--- src/rtl/id_stage.sv ---
// rtl/id_stage.sv - instruction decode stage with register file, load-use hazard detection and ID/EX register
//
// Decodes the instruction held in IF/ID, reads the 32-entry register file with a
// write-through bypass from writeback, and detects load-use hazards against the
// instruction currently in ID/EX. All decoded results are registered into the
// ID/EX pipeline register every clock.
//
// Ports:
//   clk_i, rst_i             clock, synchronous active-high reset
//   ifid_pc_i, ifid_instr_i  PC and instruction of the instruction in ID
//   flush_i                  squash the instruction in ID (branch taken in EX)
//   wb_regwrite_i/rd_i/data_i  register file write port from writeback
//   pcwrite_o, ifidwrite_o   0 = hold PC / IF/ID for one stall cycle
//   idex_*_o                 ID/EX pipeline register contents
module id_stage #(
  parameter int                DATA_W  = 32,
  parameter logic [DATA_W-1:0] SP_INIT = '0
) (
  input  logic              clk_i,
  input  logic              rst_i,
  input  logic [31:0]       ifid_pc_i,
  input  logic [31:0]       ifid_instr_i,
  input  logic              flush_i,
  input  logic              wb_regwrite_i,
  input  logic [4:0]        wb_rd_i,
  input  logic [DATA_W-1:0] wb_data_i,
  output logic              pcwrite_o,
  output logic              ifidwrite_o,
  output logic [31:0]       idex_pc_o,
  output logic [DATA_W-1:0] idex_rs1_data_o,
  output logic [DATA_W-1:0] idex_rs2_data_o,
  output logic [31:0]       idex_imm_o,
  output logic [4:0]        idex_rs1_o,
  output logic [4:0]        idex_rs2_o,
  output logic [4:0]        idex_rd_o,
  output logic [2:0]        idex_funct3_o,
  output logic              idex_funct7b5_o,
  output logic              idex_regwrite_o,
  output logic              idex_memread_o,
  output logic              idex_memwrite_o,
  output logic              idex_memtoreg_o,
  output logic              idex_branch_o,
  output logic              idex_alusrc_o,
  output logic [1:0]        idex_aluop_o
);

  localparam logic [6:0] OP_R      = 7'b0110011;
  localparam logic [6:0] OP_I      = 7'b0010011;
  localparam logic [6:0] OP_LOAD   = 7'b0000011;
  localparam logic [6:0] OP_STORE  = 7'b0100011;
  localparam logic [6:0] OP_BRANCH = 7'b1100011;

  // Control bundle order: regwrite, memread, memwrite, memtoreg, branch, alusrc, aluop[1:0]
  typedef struct packed {
    logic       regwrite;
    logic       memread;
    logic       memwrite;
    logic       memtoreg;
    logic       branch;
    logic       alusrc;
    logic [1:0] aluop;
  } ctl_t;

  logic [DATA_W-1:0] rf_q [32];

  logic [6:0]        opcode;
  logic [4:0]        rs1, rs2, rd;
  logic [DATA_W-1:0] rs1_data, rs2_data;
  logic [31:0]       imm;
  logic              rs2_used;
  logic              stall;
  ctl_t              dec_ctl;

  ctl_t              ctl_d, ctl_q;
  logic [31:0]       pc_q, imm_q;
  logic [DATA_W-1:0] rs1_data_q, rs2_data_q;
  logic [4:0]        rs1_q, rs2_q, rd_q;
  logic [2:0]        funct3_q;
  logic              funct7b5_q;

  assign opcode = ifid_instr_i[6:0];
  assign rd     = ifid_instr_i[11:7];
  assign rs1    = ifid_instr_i[19:15];
  assign rs2    = ifid_instr_i[24:20];

  always_ff @(posedge clk_i) begin
    if (rst_i) begin
      for (int i = 0; i < 32; i++) begin
        rf_q[i] <= (i == 2) ? SP_INIT : '0;
      end
    end else if (wb_regwrite_i && wb_rd_i != 5'd0) begin
      rf_q[wb_rd_i] <= wb_data_i;
    end
  end

  // Writeback in the same cycle is visible to the reader without waiting for the edge.
  always_comb begin
    rs1_data = rf_q[rs1];
    rs2_data = rf_q[rs2];
    if (wb_regwrite_i && wb_rd_i != 5'd0 && wb_rd_i == rs1) rs1_data = wb_data_i;
    if (wb_regwrite_i && wb_rd_i != 5'd0 && wb_rd_i == rs2) rs2_data = wb_data_i;
    if (rs1 == 5'd0) rs1_data = '0;
    if (rs2 == 5'd0) rs2_data = '0;
  end

  always_comb begin
    dec_ctl  = '0;
    imm      = 32'd0;
    rs2_used = 1'b0;
    case (opcode)
      OP_R: begin
        dec_ctl.regwrite = 1'b1;
        dec_ctl.aluop    = 2'b10;
        rs2_used         = 1'b1;
      end
      OP_I: begin
        dec_ctl.regwrite = 1'b1;
        dec_ctl.alusrc   = 1'b1;
        dec_ctl.aluop    = 2'b11;
        imm              = {{20{ifid_instr_i[31]}}, ifid_instr_i[31:20]};
      end
      OP_LOAD: begin
        dec_ctl.regwrite = 1'b1;
        dec_ctl.memread  = 1'b1;
        dec_ctl.memtoreg = 1'b1;
        dec_ctl.alusrc   = 1'b1;
        imm              = {{20{ifid_instr_i[31]}}, ifid_instr_i[31:20]};
      end
      OP_STORE: begin
        dec_ctl.memwrite = 1'b1;
        dec_ctl.alusrc   = 1'b1;
        rs2_used         = 1'b1;
        imm              = {{20{ifid_instr_i[31]}}, ifid_instr_i[31:25], ifid_instr_i[11:7]};
      end
      OP_BRANCH: begin
        dec_ctl.branch   = 1'b1;
        dec_ctl.aluop    = 2'b01;
        rs2_used         = 1'b1;
        imm              = {{19{ifid_instr_i[31]}}, ifid_instr_i[31], ifid_instr_i[7],
                            ifid_instr_i[30:25], ifid_instr_i[11:8], 1'b0};
      end
      default: begin
        dec_ctl = '0;
      end
    endcase
  end

  // Load-use: the load in EX cannot forward in time, so hold fetch one cycle.
  assign stall = ctl_q.memread && rd_q != 5'd0 &&
                 (rd_q == rs1 || (rs2_used && rd_q == rs2));

  // A flush overrides the stall so the branch target is fetched.
  assign pcwrite_o   = !stall || flush_i;
  assign ifidwrite_o = !stall || flush_i;

  assign ctl_d = (flush_i || stall) ? '0 : dec_ctl;

  always_ff @(posedge clk_i) begin
    if (rst_i) begin
      ctl_q      <= '0;
      pc_q       <= '0;
      imm_q      <= '0;
      rs1_data_q <= '0;
      rs2_data_q <= '0;
      rs1_q      <= '0;
      rs2_q      <= '0;
      rd_q       <= '0;
      funct3_q   <= '0;
      funct7b5_q <= 1'b0;
    end else begin
      ctl_q      <= ctl_d;
      pc_q       <= ifid_pc_i;
      imm_q      <= imm;
      rs1_data_q <= rs1_data;
      rs2_data_q <= rs2_data;
      rs1_q      <= rs1;
      rs2_q      <= rs2;
      rd_q       <= rd;
      funct3_q   <= ifid_instr_i[14:12];
      funct7b5_q <= ifid_instr_i[30];
    end
  end

  assign idex_pc_o       = pc_q;
  assign idex_rs1_data_o = rs1_data_q;
  assign idex_rs2_data_o = rs2_data_q;
  assign idex_imm_o      = imm_q;
  assign idex_rs1_o      = rs1_q;
  assign idex_rs2_o      = rs2_q;
  assign idex_rd_o       = rd_q;
  assign idex_funct3_o   = funct3_q;
  assign idex_funct7b5_o = funct7b5_q;
  assign idex_regwrite_o = ctl_q.regwrite;
  assign idex_memread_o  = ctl_q.memread;
  assign idex_memwrite_o = ctl_q.memwrite;
  assign idex_memtoreg_o = ctl_q.memtoreg;
  assign idex_branch_o   = ctl_q.branch;
  assign idex_alusrc_o   = ctl_q.alusrc;
  assign idex_aluop_o    = ctl_q.aluop;

endmodule
--- config.mk ---
export PLATFORM = sky130hd
export DESIGN_NAME = id_stage
export DESIGN_NICKNAME = d
export VERILOG_FILES = /design/src/rtl/id_stage.sv
export SDC_FILE = /design/constraint.sdc
export NUM_CORES = 2
export LEC_CHECK = 0
export ABC_AREA = 1
export CORE_MARGIN = 4
export CORE_UTILIZATION = 30
export CTS_CLUSTER_DIAMETER = 150
export DETAILED_ROUTE_END_ITERATION = 16
export PLACE_DENSITY = 0.54
export SLEW_MARGIN = 20
export SYNTH_ARGS = -nofsm -noshare
export SYNTH_HDL_FRONTEND = slang
export SYNTH_SLANG_ARGS = --single-unit
--- constraint.sdc ---
create_clock -name clk_i -period 2.53 [get_ports clk_i]
set_input_delay 0.3795 -clock clk_i [delete_from_list [all_inputs] [get_ports clk_i]]
set_output_delay 0.3795 -clock clk_i [all_outputs]
set_load 0.005 [all_outputs]
==> results.json <==
{
  "drc": 0,
  "coreArea_um2": 202700,
  "synth-compound-area-share_pct": 8.462,
  "final_cells": 10590,
  "clk_pin_slew_ns": 0.06,
  "synthAdderAreaFrac_pct": 0,
  "cap_violations": 0,
  "slew_viol_final": 0,
  "start_util_pct": 30.27,
  "die-height_um": 460.3,
  "area_delta_synth_final_pct": 21.05,
  "cpMostUsedCell": "buf_6",
  "finClkSkew_ns": 0.04598,
  "hold_viol": 0,
  "rsz0062_at_grt": "true",
  "p_sw_mw": 13.61,
  "peakVddDrop_v": 0.0005617,
  "stdcell_area_um2": 74280,
  "grt_pass1_wl_mm": 371.3,
  "max_stage_delay_ns": 0.33,
  "finish.utilization_pct": 36.64,
  "fp.dieW_um": 460.3,
  "track_usage_pct": 23.94,
  "cpMaxStageDelayCell": "dfxtp_2",
  "ys_ff_latch": 1159,
  "wl_mm": 261.9,
  "clkLatencyLatePin_ns": 0.82,
  "avgRoutedWirePerCell_um": 24.73,
  "dpl.hpwl_mm": 165.3,
  "dp_cells": 10330,
  "ys_types": 33,
  "antenna_found_initial": 7,
  "vias": 56620,
  "cts_tree": "done",
  "syn_area_um2": 61360,
  "cp-end-kind": "output port",
  "tns_ns": 0,
  "viasPerCell": 5.345,
  "pwr-share-comb_pct": 13.9,
  "syn_inst": 7611,
  "final_nets": 7911,
  "grt_overflow": 0,
  "root_buffer": "clkbuf_16",
  "ys_warn_count": 0,
  "p_total_mw": 49.28,
  "outcome": "finished clean",
  "yosys.area_share.simple_pct": 28.65,
  "dieArea_um2": 211800,
  "powerDensity_nw_per_um2": 663.4,
  "p_seq_share_pct": 45.4,
  "synth_top_family_by_area": "simple AND/OR/NAND/NOR gates",
  "std_cell_rows": 165,
  "synth_seq_area_share_pct": 54.51,
  "p_int_mw": 35.67,
  "critPathLaunchType": "flop",
  "netlist.area_leader.share_pct": 50.11,
  "synth_area_leaders": "edfxtp_1 (50%), nand2_1 (11%), nor2_1 (9.9%)",
  "drtPass1Iterations": 7,
  "critical_path_class": "flop to output port",
  "synthMuxAreaShare_pct": 0,
  "layout-drive-gt1-share_pct": 9.761,
  "gp_congestion": 0.9177,
  "crit_path_max_fanout": 2,
  "fillers": 20380,
  "ant_nets": 0,
  "grt_max_degree": 95,
  "max_freq_ghz": 0.4056,
  "clkPwrFrac_pct": 40.7,
  "setup_viol": 0,
  "grt_pass1_vias": 52850,
  "cts_made_buffers": 141,
  "yosys.area.top_type": "edfxtp_1",
  "crit_chain": "buf_6 -> xor2_1 -> nor2_1 -> nand4_1 -> nand2_1 -> nand2_2 -> or2_4 -> buf_6",
  "worstPathRequired_ns": 2.15,
  "post_dp_cell_area_um2": 69700,
  "io_buffers": 261,
  "io_pins": 262,
  "p_sw_share_pct": 27.61,
  "relSlewSlack_pct": 42.75,
  "avgSynthCellArea_um2": 8.063,
  "hold_class": "input pin to flop",
  "leakagePower_nw": 30.38,
  "drt-initial-drc-count": 7197,
  "ctsHtreeMaxLevel": 4,
  "tightest_slew_ns": 0.8588,
  "synth-xor-area-share_pct": 0.2569,
  "cts_max_path_buffers": 3,
  "cts.sinks": 1159,
  "fin_crit_sh_pct": 97.45,
  "crit_arrival_ns": 2.09,
  "fin_crit_ns": 2.465
}
final cells by class:
type / count / area (µm²) / area share (%)
diodes: 2 / 5.005 / 0.006738
clock buffers: 193 / 3923 / 5.281
clock inverters: 63 / 590.6 / 0.7950
inverters: 498 / 1903 / 2.562
multi-input cells: 5322 / 23230 / 31.28
flip-flops and latches: 1159 / 33460 / 45.04
well taps: 2672 / 3343 / 4.501
repair buffers: 684 / 7825 / 10.53
cells in the mapped netlist:
master and number:
nand2_1 1763, nor2_1 1620, edfxtp_1 1024, nand3_1 865, inv_1 482, o21ai_0 424
a21oi_1 329, clkbuf_1 316, buf_2 223, o211ai_1 181, dfxtp_1 135, buf_1 60
or2_2 43, buf_4 40, buf_6 24, inv_2 11, nor3_1 10, xnor2_1 10
xor2_1 8, nand2_4 7, nand2_2 6, a22o_1 4, nand4_1 4, nor3_2 4
and3_1 3, inv_4 3, nand3_2 3, o21ai_1 3, clkinv_1 2, a21boi_0 1
conb_1 1, nor2_2 1, o31ai_1 1
layout by cell type (no fill, tap or decap), drive strengths merged, types with 49 or more instances in the layout:
master,count
nand3,868
clkbuf,193
nor2,1621
nand2,1776
a21oi,329
inv,501
dfxtp,135
o21ai,427
buf,435
o211ai,181
clkinv,49
clkdlybuf4s50,248
edfxtp,1024
per-stage QoR:
stage / worst slack (ns) / hold slack [ns]
finish: 0.06462 / 0.07734
global route: -0.05502 / 0.05252
CTS: -0.02132 / 0.006473
detailed placement: -0.2742 / 0.7338
global placement: -0.3055 / 0.7298
floorplan: 0.1522 / 0.4865
worst paths after layout:
| kind | from | to | slack (ns) | depth (start not counted) |
|---|---|---|---|---|
| worst max-delay path | idex_rd_o[0] | pcwrite_o | 0.06 | 8 |
| worst min-delay path | ifid_pc_i[23] | idex_pc_o[23] | 0.08 | 3 |
| worst max register to register | rf_q[0][11] | idex_rs2_data_o[11] | 0.79 | 7 |
| worst min register to register | rf_q[28][19] | idex_rs1_data_o[19] | 0.81 | 6 |
flip-flops by register name, indices dropped and copies added (netlist names), 3 cells and up:
| name | count |
|---|---|
| idex_imm_o | 13 |
| idex_pc_o | 32 |
| idex_rs2_o | 5 |
| idex_rs2_data_o | 32 |
| idex_rs1_o | 5 |
| idex_rs1_data_o | 32 |
| rf_q | 1024 |
| idex_funct3_o | 3 |
| idex_rd_o | 5 |
cells by family (layout without fill, tap and decap cells):
| group | count (synthesis) | count (layout) |
|---|---|---|
| AOI/OAI and AO/OA | 943 | 943 |
| buffers and inverters | 1161 | 1438 |
| DFF | 1159 | 1159 |
| xor gates and xnor gates | 18 | 18 |
| and+or+nand+nor | 4329 | 4329 |
| other | 1 | 34 |
routing by layer:
layer	vias up	global-route usage, %	part of all wire (%)
met5	-	0	0.0080
met3	719	5.181	11
met4	4	14.10	6.5
met2	3533	37.56	45
met1	27020	30.36	38
li1	25340	-	-
worst max-delay path: cells and delay by family, from the launching register on:
family,cells,cell delay [ns]
DFF,1,0.33
buffers and inverters,2,0.23
xor gates and xnor gates,1,0.13
and+or+nand+nor,5,0.59
repair_timing:
action	4_1_cts	5_1_grt
gates cloned	0	0
endpoints found under the hold margin	1	0
gates resized for setup	17	3
hold buffers	1	0
setup buffers	3	1
pin swaps	4	5
endpoints found under the setup margin	22	2
power by group through the flow:
stage	combinational, mW	clock (mW)	sequential, mW
2_1_floorplan	3.44	0	22.6
3_5_place_dp	6.71	0	22.8
6_report	6.85	20.0	22.4
3_3_place_gp	6.64	0	22.7
5_1_grt	7.30	21.1	22.5
4_1_cts	6.74	20.3	22.4
No activity file was read; power rests on OpenSTA's default activity.
